File: src/rtl/game_controller.sv
// game_controller: whack-a-mole round sequencer with countdown, scoring and high score
module game_controller #(
  parameter int TICKS_PER_SEC = 100000000,
  parameter int READY_SECONDS = 3,
  parameter int SCORE_W       = 8
) (
  input  logic               clk,
  input  logic               i_rst,
  input  logic               i_start,
  input  logic               i_hit,
  input  logic               i_timer_game_over,
  output logic               o_restart_timer,
  output logic               o_mole_enable,
  output logic [1:0]         o_state,
  output logic [1:0]         o_ready_count,
  output logic [SCORE_W-1:0] o_score,
  output logic [SCORE_W-1:0] o_high_score,
  output logic               o_new_record
);
  localparam int TW = TICKS_PER_SEC > 1 ? $clog2(TICKS_PER_SEC) : 1;
  localparam logic [TW-1:0] TICK_LAST = TW'(TICKS_PER_SEC - 1);
  localparam logic [SCORE_W-1:0] SCORE_MAX = {SCORE_W{1'b1}};
  typedef enum logic [1:0] {IDLE, READY, PLAY, OVER} state_t;
  state_t state, state_n;
  logic [TW-1:0] tick, tick_n;
  logic [1:0] cnt_n;
  logic [SCORE_W-1:0] score_n, high_n;
  logic rec_n, restart_n, mole_n;
  assign o_state = state;
  // register every output so downstream logic sees glitch-free values
  always_ff @(posedge clk) begin
    if (i_rst) begin
      state           <= IDLE;
      tick            <= '0;
      o_ready_count   <= '0;
      o_score         <= '0;
      o_high_score    <= '0;
      o_new_record    <= 1'b0;
      o_restart_timer <= 1'b0;
      o_mole_enable   <= 1'b0;
    end else begin
      state           <= state_n;
      tick            <= tick_n;
      o_ready_count   <= cnt_n;
      o_score         <= score_n;
      o_high_score    <= high_n;
      o_new_record    <= rec_n;
      o_restart_timer <= restart_n;
      o_mole_enable   <= mole_n;
    end
  end
  // next state and next output values; game_over is stale while the restart pulse is out
  always_comb begin
    state_n   = state;
    tick_n    = tick;
    cnt_n     = o_ready_count;
    score_n   = o_score;
    high_n    = o_high_score;
    rec_n     = o_new_record;
    restart_n = 1'b0;
    case (state)
      IDLE, OVER: if (i_start) begin
        tick_n  = '0;
        score_n = '0;
        rec_n   = 1'b0;
        if (READY_SECONDS == 0) begin
          state_n   = PLAY;
          cnt_n     = 2'd0;
          restart_n = 1'b1;
        end else begin
          state_n = READY;
          cnt_n   = 2'(READY_SECONDS);
        end
      end
      READY: if (tick == TICK_LAST) begin
        tick_n = '0;
        cnt_n  = o_ready_count - 2'd1;
        if (o_ready_count == 2'd1) begin
          state_n   = PLAY;
          restart_n = 1'b1;
        end
      end else begin
        tick_n = tick + 1'b1;
      end
      PLAY: begin
        score_n = (i_hit && o_score != SCORE_MAX) ? o_score + 1'b1 : o_score;
        if (i_timer_game_over && !o_restart_timer) begin
          state_n = OVER;
          rec_n   = score_n > o_high_score;
          high_n  = rec_n ? score_n : o_high_score;
        end
      end
      default: ;
    endcase
    mole_n = state_n == PLAY;
  end
endmodule
File: config.mk
export PLATFORM = sky130hd
export DESIGN_NAME = game_controller
export DESIGN_NICKNAME = d
export VERILOG_FILES = /design/src/rtl/game_controller.sv
export SDC_FILE = /design/constraint.sdc
export NUM_CORES = 1
export LEC_CHECK = 0
export BUFFER_PORTS_ARGS = -buffer_cell sky130_fd_sc_hd__buf_2
export CAP_MARGIN = 20
export CORE_MARGIN = 4
export CORE_UTILIZATION = 50
export DETAILED_ROUTE_END_ITERATION = 10
export PLACE_DENSITY = 0.84
export SLEW_MARGIN = 40
export SYNTH_ARGS = -nofsm -noshare
export SYNTH_HDL_FRONTEND = slang
export SYNTH_SLANG_ARGS = --single-unit
File: constraint.sdc
create_clock -name clk -period 3 [get_ports clk]
set_input_delay 0.15 -clock clk [delete_from_list [all_inputs] [get_ports clk]]
set_output_delay 0.15 -clock clk [all_outputs]
set_load 0.005 [all_outputs]
Word-level counts from Yosys, hierarchy flattened
Index checks and enable logic that the tools add are counted.
{ "word_totals": {"rom_bits": 0, "out_inout_bits": 23, "memories": 0, "regBits": 50, "ramBits": 0, "latchBits": 0} }
{ "classes": {"div_mod_pow": 0, "magnitude_cmp": 1, "add_sub_neg": 3, "bitwise_logic": 2, "eq_ne": 10, "reduce_logical": 13, "n_mul": 0, "mux": 18, "shift": 0} }
{ "ops": {"columns": ["op", "n"], "rows": [
  ["2-to-1 mux 27 bit", 2],
  ["case mux 27 bit (2 select lines)", 1],
  ["adder 27 x 1 -> 27 bit (second input constant)", 1],
  ["equality test 27 bit (second input constant)", 1],
  ["2-to-1 mux 8 bit", 2],
  ["case mux 8 bit (2 select lines)", 1],
  ["2-to-1 mux 2 bit", 6],
  ["AND reduction 3 bit", 3],
  ["adder 8 x 1 -> 8 bit (second input constant)", 1],
  ["> comparator 8 bit", 1],
  ["!= test 8 bit (second input constant)", 1],
  ["equality test 2 bit (second input constant)", 3],
  ["!= test 2 bit (second input constant)", 3],
  ["case mux 2 bit (3 select lines)", 1],
  ["equality test 2 x 1 -> 1 bit (second input constant)", 2],
  ["case mux 2 bit (2 select lines)", 1],
  ["AND reduction 2 bit", 2],
  ["nonzero test 2 bit", 2],
  ["2-to-1 mux 1 bit", 3],
  ["OR reduction 3 bit", 1],
  ["logical AND 1 bit", 2],
  ["zero test 2 bit", 1],
  ["inverter 1 bit", 2],
  ["case mux 1 bit (2 select lines)", 1],
  ["other kinds (3)", 3]
]} }

Longest topological paths before layout
{ "logic_depth": {"word_depth": 6, "depth_mapped": 11, "mapped_depth_nobuf": 10} }

Worst setup path before layout
OpenSTA, ideal clock, no wires.
{ "synth_path": {"kind": "register to register", "start": "register o_score[0]", "end": "register o_high_score[3]", "setup_ns": 0.091, "path_buffers": 1, "stages_incl_launch_ff": 12, "t_arrival_ns": 2.922, "setup_slack_ns": -0.013, "t_required_ns": 2.909, "path_cell_list": "dfxtp_1 -> ha_1 -> nand2_1 -> o31ai_2 -> mux2_2 -> ha_1 -> nor2b_1 -> o211a_1 -> o21ai_0 -> clkbuf_1 -> a21oi_1 -> a311oi_1"} }
{ "synth_between": {"elab_chain_cells": 5, "elab_cells_between_ends": 6, "classes_between": "add/sub (1); order compare (1); eq/ne (1); mux (1); reduce/logical (2)"} }
{ "synth_lines": {"columns": ["item", "line_no", "rtl"], "rows": [
  ["start: declaration", "16", "output logic [SCORE_W-1:0] o_score,"],
  ["start signal: assignment", "45", "o_score <= score_n;"],
  ["parallel branches: the longest is 2 deep, another holds adder 8 x 1 -> 8 bit", null, null],
  ["2-to-1 mux 8 bit (*)", "86", "score_n = (i_hit && o_score != SCORE_MAX) ? o_score + 1'b1 : o_score;"],
  ["> comparator 8 bit", "89", "rec_n = score_n > o_high_score;"],
  ["AND reduction 3 bit (no line)", null, null],
  ["end signal: assignment", "46", "o_high_score <= high_n;"],
  ["end: declaration", "17", "output logic [SCORE_W-1:0] o_high_score,"]
]} }
Every way passes the cells marked *.
A chain may end at the register's enable or synchronous reset.

Worst setup path after layout
{ "layout_path": {"start": "register o_score[3]", "end": "register o_high_score[3]"} }
Same word-level chain as after synthesis.

==> load_flow_metrics.sql <==
INSERT INTO impl_metrics (metric_group, metric, value, unit) VALUES
('timing', 'final_hold_viol_count', '0', ''),
('worst_setup_path', 'timing.critical_path.arrival', '3060', 'ps'),
('logic_synthesis', 'yosysSeqAreaShare', '36.88', '%'),
('logic_synthesis', 'synth_largest_area_cell', 'sky130_fd_sc_hd__dfxtp_1', ''),
('floorplan', 'design.die.area', '0.006670', 'mm^2'),
('logic_synthesis', 'synth_commonest_cells', 'sky130_fd_sc_hd__dfxtp_1 (50), sky130_fd_sc_hd__nor2_1 (45), sky130_fd_sc_hd__xor2_1 (22)', ''),
('logic_synthesis', 'postSynthAreaPerCell', '8.726', 'um^2'),
('worst_setup_path', 'crit_required', '3220', 'ps'),
('power', 'power.net_switching', '311.6', 'uW'),
('global_routing', 'global_route.overflow_total', '0', ''),
('cts', 'numClockSinks', '50', ''),
('cts', 'ctsLongestPathBuffers', '2', ''),
('logic_synthesis', 'post-synth-top-area-fraction', '36.88', '%'),
('worst_setup_path', 'crit_path_buf_inv_count', '2', ''),
('timing', 'final-max-slew-violation-count', '0', ''),
('route', 'route.vias.total', '2438', ''),
('worst_setup_path', 'worstReg2RegStart', 'o_score[3]', ''),
('logic_synthesis', 'most_numerous_cell_in_the_yosys_netlist', 'sky130_fd_sc_hd__dfxtp_1', ''),
('min_path', 'timing.hold.worst_path_depth', '2', ''),
('finish', 'filler_cell_count', '444', ''),
('timing', 'final_worst_path_cycle_share', '94.51', '%'),
('power', 'power.share.sequential', '53.3', '%'),
('floorplan', 'core_area', '0.005172', 'mm^2'),
('power', 'power_per_cell_area', '401.8', 'mW/mm^2'),
('worst_setup_path', 'worstPathMaxFanout', '9', ''),
('worst_setup_path', 'endpoint_kind', 'flip-flop', ''),
('finish', 'finish.net_count', '365', ''),
('route', 'routedWlPerCell', '15.06', 'um'),
('logic_synthesis', 'synthFlopType', 'sky130_fd_sc_hd__dfxtp_1', ''),
('global_routing', 'grt_pass1_vias', '2297', ''),
('finish', 'post_route_cells_drive_above_1_share', '19.54', '%'),
('placed_design', 'weighted_congestion_at_the_end_of_routability_driven_global_placement', '0.8728', ''),
('global_routing', 'grtUsageTotal', '19.79', '%'),
('logic_synthesis', 'async_reset_ff_share', '0', '%'),
('timing', 'fmax', '352.7', 'MHz'),
('global_routing', 'grt_start_max_net_pins', '24', ''),
('worst_setup_path', 'path_class', 'reg -> reg', ''),
('worst_setup_path', 'r2r_end', 'o_high_score[3]', ''),
('floorplan', 'design.portCount', '28', ''),
('global_routing', 'first_pass_grt_wire_length', '10.36', 'mm'),
('worst_setup_path', 'cp_cell_sequence', 'buf_4 > and4_1 > a31oi_1 > xor2_1 > ha_1 > nand4_1 > nor4b_4 > o21ai_2 > clkdlybuf4s15_2 > a311oi_1', ''),
('finish', 'num_antenna_cells', '0', ''),
('min_path', 'min_delay_worst_endpoint', 'o_score[7]', ''),
('timing', 'timing.final.setup_violations', '0', ''),
('floorplan', 'floorplan.initialDensity', '52.47', '%'),
('placed_design', 'placed_cells', '408', ''),
('global_routing', 'grt_antenna_before_repair', '0', ''),
('timing', 'layout_min_cycle_time', '2835', 'ps'),
('timing', 'worst_slew_pin_slew', '769.4', 'ps'),
('power', 'internal-power', '956.8', 'uW'),
('power', 'p_leak', '0.001246', 'uW'),
('route', 'wl', '6.295', 'mm'),
('route', 'drc', '0', ''),
('finish', 'areaGrowthSynthToFinish', '16.32', '%'),
('status', 'status', 'complete, no violations', ''),
('cts', 'cts-buffers-inserted', '5', ''),
('placed_design', 'hpwl', '4.514', 'mm'),
('logic_synthesis', 'synth_seq_cells', '50', ''),
('route', 'routed_via_density', '5.833', ''),
('route', 'first_drt_iteration_drcs', '178', ''),
('power', 'max_ir_drop_vdd', '0.2614', 'mV'),
('logic_synthesis', 'synthesis.nets', '329', ''),
('logic_synthesis', 'synth_cell_types', '51', ''),
('worst_setup_path', 'crit_family', 'simple AND/OR/NAND/NOR gates', ''),
('logic_synthesis', 'ys_top_cells_by_area', 'sky130_fd_sc_hd__dfxtp_1 (37%), sky130_fd_sc_hd__xor2_1 (7.1%), sky130_fd_sc_hd__nor2_1 (6.2%)', ''),
('floorplan', 'floorplan.die.width', '81.67', 'um'),
('timing', 'headroom_to_the_max_slew_limit', '48.36', '%'),
('min_path', 'holdCritPathClass', 'in -> reg', ''),
('worst_setup_path', 'r2r_setup_slack', '160', 'ps'),
('logic_synthesis', 'postSynthCellCount', '311', ''),
('logic_synthesis', 'yosys_warnings', '0', '');
[power by group through the flow]
| stage | clock network, uW | logic [uW] | registers (uW) |
|---|---|---|---|
| global placement | 0 | 95.9 | 691 |
| finish | 491 | 101 | 676 |
| detailed placement | 0 | 98.9 | 691 |
| global route | 531 | 112 | 677 |
| floorplan | 0 | 70.6 | 691 |
| CTS | 496 | 99.7 | 676 |
[what timing repair did]
item,in CTS,in global routing
setup buffers,0,1
pin swaps,0,3
gates resized for setup,1,8
cloned,0,1
hold buffers,0,0
setup endpoints to repair,2,8
[per-stage QoR]
stage               power [uW]  instance area [um^2]  setup WS (ps)  TNS [ps]  util (%)
global route              1320                  3157         -11.26    -17.25     61.03
detailed placement       790.2                  2970         0.6553         0     57.43
finish                    1268                  3157          164.8         0     61.03
floorplan                761.6                  2715          68.05         0         -
global placement         786.9                  2970          183.0         0     57.43
CTS                       1272                  3089          110.9         0     59.72
[registers in the layout, indices dropped and copies added, names as in the netlist]
register / cells
o_score: 8
o_ready_count: 2
o_high_score: 8
tick: 27
o_new_record: 1
o_restart_timer: 1
o_mole_enable: 1
o_state: 2
[worst max-delay path by stage]
stage,startpoint,to,depth (start not counted)
4_1_cts,o_score[0],o_high_score[3],11
5_1_grt,o_score[3],o_high_score[3],10
3_3_place_gp,o_score[0],o_high_score[5],9
3_5_place_dp,o_score[0],o_high_score[3],9
6_report,o_score[3],o_high_score[3],10
2_1_floorplan,o_score[0],o_high_score[3],11
[worst reg2reg max path: stages, from the launching register on]
cell and delay [ps]:
sky130_fd_sc_hd__dfxtp_1 320, sky130_fd_sc_hd__buf_4 160, sky130_fd_sc_hd__and4_1 260, sky130_fd_sc_hd__a31oi_1 280, sky130_fd_sc_hd__xor2_1 270, sky130_fd_sc_hd__ha_1 320, sky130_fd_sc_hd__nand4_1 210, sky130_fd_sc_hd__nor4b_4 280
sky130_fd_sc_hd__o21ai_2 120, sky130_fd_sc_hd__clkdlybuf4s15_2 260, sky130_fd_sc_hd__a311oi_1 270
[per-layer routing]
layer	share of wire [%]	track usage (%)	wire, um
met3	4.1	3.838	261
met4	1.8	8.638	111
met5	0	0	0
met2	50	33.63	3133
met1	44	24.29	2789
[final cells by class]
cell class,instances,area (um^2),area share (%)
Multi-Input combinational cell,234,1652,52.32
Sequential cell,50,1001,31.71
Timing Repair Buffer,42,251.5,7.967
Tap cell,70,87.58,2.774
Clock buffer,5,68.82,2.180
Inverter,14,52.55,1.665
Clock inverter,3,43.79,1.387
[cell families after synthesis]
logic type | share of synthesized area, %
AOI/OAI and AO/OA | 15.21
xor gates and xnor gates | 8.713
buffers and inverters | 4.287
adders and majority gates | 5.994
DFF | 36.88
muxes | 2.443
and+or+nand+nor | 26.46
[placed cells by master, fill, tap and decap left out, types with 12 or more instances in the layout]
cell type | synthesis | routed
sky130_fd_sc_hd__ha_1 | 13 | 12
sky130_fd_sc_hd__nand3_1 | 17 | 17
sky130_fd_sc_hd__nand2_1 | 14 | 14
sky130_fd_sc_hd__a21oi_1 | 16 | 16
sky130_fd_sc_hd__buf_2 | 3 | 27
sky130_fd_sc_hd__inv_1 | 14 | 14
sky130_fd_sc_hd__buf_4 | 3 | 14
sky130_fd_sc_hd__xor2_1 | 22 | 22
sky130_fd_sc_hd__nand4_1 | 18 | 18
sky130_fd_sc_hd__nor2_1 | 45 | 45
sky130_fd_sc_hd__dfxtp_1 | 50 | 50
Note: power is estimated with default switching activity, not from simulation.
